File: src/rtl/mem_access_stage_if.sv
// Data-memory req/ack bus between the MEM stage and the data memory.
// The stage is the master; memory answers with rdata and a one-cycle ack.
interface mem_access_stage_if;
    logic        dmem_req;
    logic        dmem_we;
    logic [31:0] dmem_addr;
    logic [3:0]  dmem_be;
    logic [31:0] dmem_wdata;
    logic [31:0] dmem_rdata;
    logic        dmem_ack;

    modport master (
        output dmem_req,
        output dmem_we,
        output dmem_addr,
        output dmem_be,
        output dmem_wdata,
        input  dmem_rdata,
        input  dmem_ack
    );

    modport slave (
        input  dmem_req,
        input  dmem_we,
        input  dmem_addr,
        input  dmem_be,
        input  dmem_wdata,
        output dmem_rdata,
        output dmem_ack
    );
endinterface

File: src/rtl/mem_access_stage.sv
// RV32I MEM stage: turns EX/MEM load/store controls into a req/ack
// memory transaction with lane formatting, misalign check and timeout.
module mem_access_stage #(
    parameter int unsigned TIMEOUT = 16
) (
    input  logic                clk,
    input  logic                rst,
    input  logic [31:0]         alu_out_in,
    input  logic [31:0]         rs2_in,
    input  logic [4:0]          rd_in,
    input  logic [2:0]          funct3_in,
    input  logic                mem_val_in,
    input  logic                mem_rw_in,
    input  logic                wb_sel_in,
    input  logic                reg_we_in,
    mem_access_stage_if.master  dmem,
    output logic                stall,
    output logic [31:0]         wb_data_out,
    output logic [4:0]          rd_out,
    output logic                reg_we_out,
    output logic                misalign_out,
    output logic                bus_err_out
);

    typedef enum logic [1:0] {IDLE, REQ, DONE} state_t;

    state_t      state_q, state_d;
    logic        req_q, req_d;
    logic        we_q, we_d;
    logic [31:0] addr_q, addr_d;
    logic [1:0]  off_q, off_d;
    logic [3:0]  be_q, be_d;
    logic [31:0] wdata_q, wdata_d;
    logic [31:0] ldata_q, ldata_d;
    logic [31:0] timer_q, timer_d;
    logic        berr_q, berr_d;

    logic [1:0]  a;
    logic [3:0]  fmt_be;
    logic [31:0] fmt_wdata;
    logic [31:0] lane;
    logic [31:0] fmt_ldata;

    assign a = alu_out_in[1:0];

    always_comb begin
        misalign_out = 1'b0;
        if (mem_val_in) begin
            unique case (funct3_in[1:0])
                2'b00:   misalign_out = 1'b0;
                2'b01:   misalign_out = a[0];
                2'b10:   misalign_out = |a;
                default: misalign_out = 1'b1;
            endcase
        end
    end

    always_comb begin
        fmt_be    = 4'b1111;
        fmt_wdata = rs2_in;
        unique case (funct3_in[1:0])
            2'b00: begin
                fmt_be    = 4'b0001 << a;
                fmt_wdata = {4{rs2_in[7:0]}};
            end
            2'b01: begin
                fmt_be    = 4'b0011 << a;
                fmt_wdata = {2{rs2_in[15:0]}};
            end
            default: ;
        endcase
    end

    // Lane select uses the offset latched at issue; addr_q is word aligned.
    assign lane = dmem.dmem_rdata >> {off_q, 3'b000};

    always_comb begin
        fmt_ldata = dmem.dmem_rdata;
        unique case (funct3_in)
            3'b000:  fmt_ldata = {{24{lane[7]}}, lane[7:0]};
            3'b100:  fmt_ldata = {24'b0, lane[7:0]};
            3'b001:  fmt_ldata = {{16{lane[15]}}, lane[15:0]};
            3'b101:  fmt_ldata = {16'b0, lane[15:0]};
            default: fmt_ldata = dmem.dmem_rdata;
        endcase
    end

    always_comb begin
        state_d = state_q;
        req_d   = req_q;
        we_d    = we_q;
        addr_d  = addr_q;
        off_d   = off_q;
        be_d    = be_q;
        wdata_d = wdata_q;
        ldata_d = ldata_q;
        timer_d = timer_q;
        berr_d  = berr_q;
        unique case (state_q)
            IDLE: begin
                if (mem_val_in && !misalign_out) begin
                    req_d   = 1'b1;
                    we_d    = mem_rw_in;
                    addr_d  = {alu_out_in[31:2], 2'b00};
                    off_d   = a;
                    be_d    = fmt_be;
                    wdata_d = fmt_wdata;
                    timer_d = '0;
                    state_d = REQ;
                end
            end
            REQ: begin
                timer_d = timer_q + 32'd1;
                // Ack wins over a simultaneous timer expiry.
                if (dmem.dmem_ack) begin
                    ldata_d = we_q ? 32'b0 : fmt_ldata;
                    req_d   = 1'b0;
                    state_d = DONE;
                end else if (TIMEOUT != 0 &&
                             timer_q == TIMEOUT - 1) begin
                    ldata_d = '0;
                    req_d   = 1'b0;
                    berr_d  = 1'b1;
                    state_d = DONE;
                end
            end
            DONE: begin
                berr_d  = 1'b0;
                state_d = IDLE;
            end
            default: state_d = IDLE;
        endcase
    end

    always_ff @(posedge clk or negedge rst) begin
        if (!rst) begin
            state_q <= IDLE;
            req_q   <= 1'b0;
            we_q    <= 1'b0;
            addr_q  <= '0;
            off_q   <= '0;
            be_q    <= '0;
            wdata_q <= '0;
            ldata_q <= '0;
            timer_q <= '0;
            berr_q  <= 1'b0;
        end else begin
            state_q <= state_d;
            req_q   <= req_d;
            we_q    <= we_d;
            addr_q  <= addr_d;
            off_q   <= off_d;
            be_q    <= be_d;
            wdata_q <= wdata_d;
            ldata_q <= ldata_d;
            timer_q <= timer_d;
            berr_q  <= berr_d;
        end
    end

    assign dmem.dmem_req   = req_q;
    assign dmem.dmem_we    = we_q;
    assign dmem.dmem_addr  = addr_q;
    assign dmem.dmem_be    = be_q;
    assign dmem.dmem_wdata = wdata_q;

    assign stall = mem_val_in & ~misalign_out & (state_q != DONE);

    assign wb_data_out =
        (wb_sel_in & mem_val_in & ~mem_rw_in & (state_q == DONE))
        ? ldata_q : alu_out_in;

    assign rd_out      = rd_in;
    assign bus_err_out = berr_q;
    assign reg_we_out  = reg_we_in & ~misalign_out & ~berr_q;

endmodule

File: src/flat_wrapper.sv
// flat-port wrapper written by rule: the top's interface ports become plain ports
module mem_access_stage_flat 
#(
    parameter int unsigned TIMEOUT = 16
)
  (clk, rst, alu_out_in, rs2_in, rd_in, funct3_in, mem_val_in, mem_rw_in, wb_sel_in, reg_we_in, stall, wb_data_out, rd_out, reg_we_out, misalign_out, bus_err_out, dmem_dmem_req, dmem_dmem_we, dmem_dmem_addr, dmem_dmem_be, dmem_dmem_wdata, dmem_dmem_rdata, dmem_dmem_ack);
  mem_access_stage_if dmem_i ();
  input  logic clk;
  input  logic rst;
  input  logic [31:0] alu_out_in;
  input  logic [31:0] rs2_in;
  input  logic [4:0] rd_in;
  input  logic [2:0] funct3_in;
  input  logic mem_val_in;
  input  logic mem_rw_in;
  input  logic wb_sel_in;
  input  logic reg_we_in;
  output logic stall;
  output logic [31:0] wb_data_out;
  output logic [4:0] rd_out;
  output logic reg_we_out;
  output logic misalign_out;
  output logic bus_err_out;
  output wire logic [$bits(dmem_i.dmem_req)-1:0] dmem_dmem_req;
  output wire logic [$bits(dmem_i.dmem_we)-1:0] dmem_dmem_we;
  output wire logic [$bits(dmem_i.dmem_addr)-1:0] dmem_dmem_addr;
  output wire logic [$bits(dmem_i.dmem_be)-1:0] dmem_dmem_be;
  output wire logic [$bits(dmem_i.dmem_wdata)-1:0] dmem_dmem_wdata;
  input wire logic [$bits(dmem_i.dmem_rdata)-1:0] dmem_dmem_rdata;
  input wire logic [$bits(dmem_i.dmem_ack)-1:0] dmem_dmem_ack;
  assign dmem_dmem_req = dmem_i.dmem_req;
  assign dmem_dmem_we = dmem_i.dmem_we;
  assign dmem_dmem_addr = dmem_i.dmem_addr;
  assign dmem_dmem_be = dmem_i.dmem_be;
  assign dmem_dmem_wdata = dmem_i.dmem_wdata;
  assign dmem_i.dmem_rdata = dmem_dmem_rdata;
  assign dmem_i.dmem_ack = dmem_dmem_ack;
  mem_access_stage #(.TIMEOUT(TIMEOUT)) u_core (.clk(clk), .rst(rst), .alu_out_in(alu_out_in), .rs2_in(rs2_in), .rd_in(rd_in), .funct3_in(funct3_in), .mem_val_in(mem_val_in), .mem_rw_in(mem_rw_in), .wb_sel_in(wb_sel_in), .reg_we_in(reg_we_in), .dmem(dmem_i), .stall(stall), .wb_data_out(wb_data_out), .rd_out(rd_out), .reg_we_out(reg_we_out), .misalign_out(misalign_out), .bus_err_out(bus_err_out));
endmodule
File: config.mk
export PLATFORM = sky130hd
export DESIGN_NAME = mem_access_stage_flat
export DESIGN_NICKNAME = d
export VERILOG_FILES = /design/src/rtl/mem_access_stage_if.sv /design/src/rtl/mem_access_stage.sv /design/src/flat_wrapper.sv
export SDC_FILE = /design/constraint.sdc
export NUM_CORES = 1
export LEC_CHECK = 0
export ABC_CLOCK_PERIOD_IN_PS = 3600
export CAP_MARGIN = 20
export CORE_ASPECT_RATIO = 0.7
export CORE_MARGIN = 4
export CORE_UTILIZATION = 51
export DETAILED_ROUTE_END_ITERATION = 16
export PLACE_DENSITY = 0.83
export SLEW_MARGIN = 30
export SYNTH_ARGS = -nofsm -noshare
export SYNTH_HDL_FRONTEND = slang
export SYNTH_SLANG_ARGS = --single-unit
File: constraint.sdc
create_clock -name clk -period 3.6 [get_ports clk]
set_clock_uncertainty 0.15 [all_clocks]
set_input_delay 0.72 -clock clk [delete_from_list [all_inputs] [get_ports clk]]
set_output_delay 0.72 -clock clk [all_outputs]
set_load 0.02 [all_outputs]
Word-level counts from Yosys, hierarchy flattened
Cells that the tools add are included.
Widths: inputs -> output; s select.
{ "totals": {"regBits": 137, "latchBits": 0, "mem_bits_rw": 0, "romBits": 0, "in_bits": 111, "output_inout_bits": 111, "wordCells": 74, "memories": 0} }
{ "op_classes": {"n_addsub": 1, "mul": 0, "n_div": 0, "n_lt_le_gt_ge": 0, "n_eq_ne": 13, "n_shift": 3, "muxes": 22, "n_bitwise": 10, "reduce_logical": 15} }
{ "op_table": {"columns": ["cell", "n"], "rows": [
  ["$mux 32", 5],
  ["$pmux 32 s2", 2],
  ["$pmux 32 s4", 1],
  ["$add 32x1->32 const B", 1],
  ["$eq 32x4->1 const B", 1],
  ["$shr 32x5->16", 1],
  ["$pmux 4 s2", 1],
  ["$reduce_and 2->1", 4],
  ["$and 1x1->1", 7],
  ["$eq 3x3->1 const B", 2],
  ["$mux 1", 6],
  ["$mux 2", 3],
  ["$reduce_and 3->1", 2],
  ["$reduce_bool 2->1", 3],
  ["$eq 2x1->1 const B", 2],
  ["$eq 2x2->1 const B", 2],
  ["$logic_not 2->1", 2],
  ["$ne 2x1->1 const B", 2],
  ["$ne 2x2->1 const B", 2],
  ["$pmux 1 s2", 2],
  ["$pmux 2 s2", 1],
  ["$shl 1x2->4 const A", 1],
  ["$shl 2x2->4 const A", 1],
  ["$eq 3x1->1 const B", 1],
  ["other kinds (7)", 9]
]} }

Logic depth before layout (Yosys ltp)
Gate-level depths: netlist of run 1.
{ "depth": {"depth_word": 7, "mapped_depth": 7, "ltp_nobuf": 5} }

Least setup slack after synthesis of run 1
Ideal clock, no wire load.
{ "synth_timing": {"path_type": "input port to output port", "startpoint": "input mem_rw_in", "endpoint": "output wb_data_out[0]", "arrival_ns": 2.158, "required_time_ns": 2.730, "setup_slack_ns": 0.572, "stages": 4, "path_buffers": 2, "cell_sequence": "or4_1 clkbuf_1 clkbuf_1 o21ai_0"} }
{ "synth_via": {"elab_chain_len": 4} }
{ "synth_rtl": {"columns": ["item", "line_no", "source"], "rows": [
  ["from (decl)", "flat_wrapper.sv:15", "input logic mem_rw_in;"],
  ["$not 1->1", "mem_access_stage.sv:170", "(wb_sel_in & mem_val_in & ~mem_rw_in & (state_q == DONE))"],
  ["$and 1x1->1 (2 in series)", "mem_access_stage.sv:170", null],
  ["$mux 32", "mem_access_stage.sv:171", "? ldata_q : alu_out_in;"],
  ["to (decl)", "flat_wrapper.sv:19", "output logic [31:0] wb_data_out;"]
]} }
Every way passes these cells.

Worst setup path after layout of run 1
{ "layout_timing": {"startpoint": "input funct3_in[0]", "endpoint": "output reg_we_out"} }
{ "layout_via": {"elab_chain_len": 6, "word_cells_on_any_way": 8, "cone_classes": "2 x eq/ne; 2 x mux; 3 x bitwise; 1 x reduce/logical"} }
{ "layout_rtl": {"columns": ["item", "line_no", "source"], "rows": [
  ["from (decl)", "flat_wrapper.sv:13", "input logic [2:0] funct3_in;"],
  ["$eq 2x2->1, or another cell as far along", "mem_access_stage.sv:49", "unique case (funct3_in[1:0])"],
  ["$pmux 1 s3 *", "mem_access_stage.sv:49", null],
  ["$mux 1 *", "mem_access_stage.sv:48", "if (mem_val_in) begin"],
  ["$not 1->1 *", "mem_access_stage.sv:175", "assign reg_we_out = reg_we_in & ~misalign_out & ~berr_q;"],
  ["$and 1x1->1 * (2 in series)", "mem_access_stage.sv:175", null],
  ["to (decl)", "flat_wrapper.sv:21", "output logic reg_we_out;"]
]} }
Every way passes the cells marked *; elsewhere a longest branch is shown, timed or not.

==> metrics.md, run 1 <==
| Metric | Value |
|---|---|
| Vias/cell | just over 6 |
| Area growth syn-to-layout | 39.20% |
| Row count | 36 |
| FF+latch area | 3428 sq um |
| CTS tree | yes |
| Footprint of the multi-input gates | 3555 sq um |
| Clk buf depth | 2 |
| Setup crit start kind | input pin |
| Synth area leader | dfrtp_1 |
| Post-route antenna net violation count | 0 |
| Synth warn | 0 |
| Min-delay worst type | input pin to asynchronous set/reset pin |
| Worst-Margin Slew | about 0.86 ns |
| Die height | 108.4 um |
| Synth async-reset ratio | 100.0% |
| Tmin final | 3.510 ns |
| Total number of vias | 6982 |
| Final nets | between 1000 and 1500 |
| Post-synth EDFFs | 0 |
| Top cells by count, synth | dfrtp_1, nand2_1, o21ai_0 |
| Total CTS buffers | 17 |
| WHS | ~0.052 ns |
| Pins Over Slew Limit | 0 |
| Detail Placement HPWL | 16920 um |
| Gpl congestion | 0.8866 |
| Slew headroom | between 40 and 50% |
| Clock sink count | 137 |
| Starting density of the core | 52.40% |
| Wirelength, routed | about 24000 um |
| Antenna violations before repair | 0 |
| Endpoints failing setup | 0 |
| Synthesized area | 7341 sq um |
| Max FO, Critical Path | 4 |
| Critical Path Sink Type | output port |
| Yosys top cell area share | 46.70% |
| Critical Path RT | 2.73 ns |
| Most frequent cell after synthesis | dfrtp_1 |
| LEAKAGE | 0.004503 uW |
| I/O pins | roughly 220 |
| CTS HTree Levels | 4 |
| Clk slew on worst S/H paths | 0.06 ns |
| Die Wd | 151.4 um |
| Pin count of the biggest net entering global routing | slightly below 90 |
| First-pass DRT Iterations | 7 |
| PwrDens | between 600 and 700 nW/um^2 |
| Fraction of layout cells with a size suffix above 1 | ~12% |
| First-pass GRT wire length | 36850 um |
| Synth Flop Type | dfrtp_1 |
| Unique masters post-synth | 59 |
| Pre-CTS setup slack | -0.2041 ns |
| IO Port Bufs | around 210 |
| Skew-Pair Late Insertion Delay | about 0.42 ns |
| Total core area | 14010 sq um |
| Vias in the first global route | approximately 6700 |
| Total GRT Usage | 29.16% |
| Gr ovfl total | 0 |
| Hold Vio Cnt, Final | 0 |
| Outcome | complete, no violations |
| Clock root cell | clkbuf_16 |
| # diodes | 0 |
| Synthesis-stage register bit count | 137 |
| Drt drc | 0 |
| Wire per inst | 20.84 um |
| Fillers | 1038 |
| Seq/Total Area, Yosys | 46.70% |
| Number of max-cap violations | 0 |
| Post-synthesis area per instance | 9.621 sq um |
| F_max | 284.9 MHz |
| Initial DRC Count | 729 |
| DIE AREA | about 16000 sq um |
| Synth top area cells | dfrtp_1, mux2_2, mux2i_1, nand2_1, o21ai_0 |
| Peak supply drop | 0.3930 mV |
| Final WS setup | around 0.090 ns |
| Post-route clock period utilization | 97.50% |
| CP arrival | 2.64 ns |
| Cells after Synth | ~760 |
| CP Class | input pin to output port |
-- kinds of logic (layout without fill, tap and decap cells) --
family / count (synthesis) / count (layout) / synth area share, %
DFF: 137 / 137 / 46.70
adders and majority gates: 1 / 1 / 0.1704
AOI/OAI and AO/OA: 200 / 200 / 17.79
and+or+nand+nor: 237 / 237 / 16.47
muxes: 88 / 88 / 13.00
other: 1 / 2 / 0.05108
buffers and inverters: 95 / 294 / 5.335
xor gates and xnor gates: 4 / 4 / 0.4773
-- per-layer routing --
layer	vias up	GRT usage, %	routed length [um]
met5	-	0	0
met4	0	8.344	462
met3	38	9.971	2766
met2	392	44.47	10880
met1	3391	39.76	9917
li1	3161	-	-
-- state kept, by name (all words and copies together) (netlist names) --
signal and count:
u_core.timer_q 32, u_core.dmem.dmem_addr 30, u_core.dmem.dmem_we 1, u_core.off_q 2
u_core.ldata_q 32, u_core.dmem.dmem_wdata 32, u_core.dmem.dmem_req 1, u_core.dmem.dmem_be 4
u_core.bus_err_out 1, u_core.state_q 2
-- final cells by class --
class / instances / share of cell area (%)
inverter: 31 / 1.139
sequential: 137 / 33.55
timing repair buffer: 231 / 22.08
clock inverter: 14 / 1.922
clock buffer: 18 / 4.200
tap: 190 / 2.326
multi-input combinational: 532 / 34.79
-- critical path, stage by stage --
cell,delay [ns]
clkdlybuf4s50_1,0.51
a21oi_2,0.27
nor2_1,0.11
and2_1,0.22
nor3b_1,0.18
clkdlybuf4s50_1,0.63
-- what timing repair did --
action                     CTS  global route
resized for setup           33             2
cloned                       0             1
setup endpoints to repair   33             5
hold buffers                 0             0
setup buffers                0             0
hold endpoints to repair     0             0
-- worst paths after layout --
check / startpoint / end / slack, ns / cells past startpoint
hold / removal: rst / u_core.dmem.dmem_addr[13] / 0.05 / 1
max in group asynchronous: rst / u_core.ldata_q[1] / 2.38 / 2
hold reg to reg: u_core.dmem.dmem_be[3] / u_core.dmem.dmem_be[3] / 0.32 / 1
setup reg to reg: u_core.off_q[0] / u_core.ldata_q[30] / 1.07 / 4
min in group clk: u_core.dmem.dmem_be[3] / u_core.dmem.dmem_be[3] / 0.32 / 1
setup / recovery: funct3_in[0] / reg_we_out / 0.09 / 6
-- layout by cell type (no fill, tap or decap), types with 4 or more instances in the layout --
| master | instances |
|---|---|
| nor3_1 | 5 |
| a211o_1 | 5 |
| a31oi_1 | 23 |
| a21oi_1 | 24 |
| o211ai_1 | 24 |
| mux2i_1 | 38 |
| dfrtp_1 | 137 |
| and3_1 | 6 |
| nand2b_1 | 15 |
| a22oi_1 | 16 |
| dlygate4sd2_1 | 32 |
| nand4_1 | 15 |
| nand2_1 | 95 |
| a2bb2oi_1 | 7 |
| inv_1 | 31 |
| nor4_1 | 15 |
| nand3b_1 | 16 |
| buf_4 | 19 |
| bufinv_16 | 4 |
| and2_1 | 4 |
| clkdlybuf4s50_1 | 175 |
| nor2_1 | 32 |
| nor2b_1 | 4 |
| o21ai_0 | 65 |
| clkbuf_16 | 18 |
| o221ai_1 | 13 |
| nand3_1 | 12 |
| mux2_2 | 49 |
-- report_power, final --
group          switching, uW  internal, uW
Sequential               379          1980
Combinational           1150          1030
Clock                    706          1160
Total                   2240          4170
-- stage by stage --
step | power [uW] | utilization [%] | setup TNS (ns) | std cells | instance area (sq um)
floorplan | 3480 | - | 0 | 764 | 7345
global placement | 4458 | 68.49 | -3.498 | 1120 | 9594
detailed placement | 4530 | 68.51 | -4.514 | 1120 | 9597
CTS | 6415 | 72.71 | 0 | 1152 | 10190
global route | 6714 | 72.95 | -0.004308 | 1153 | 10220
finish | 6413 | 72.95 | 0 | 1153 | 10220
Note: power is estimated with default switching activity, not from simulation.
==> run 2, diff against run 1 <==
Settings changed: ABC_CLOCK_PERIOD_IN_PS 3600 to not set.
==> results of run 2 <==
The final DEF is identical to that of run 1; final timing and power are the same.
==> run 3, diff against run 2 <==
Settings changed: GPL_ROUTABILITY_DRIVEN set to 0.
==> results of run 3 <==
The final DEF is identical to that of run 1; final timing and power are the same.
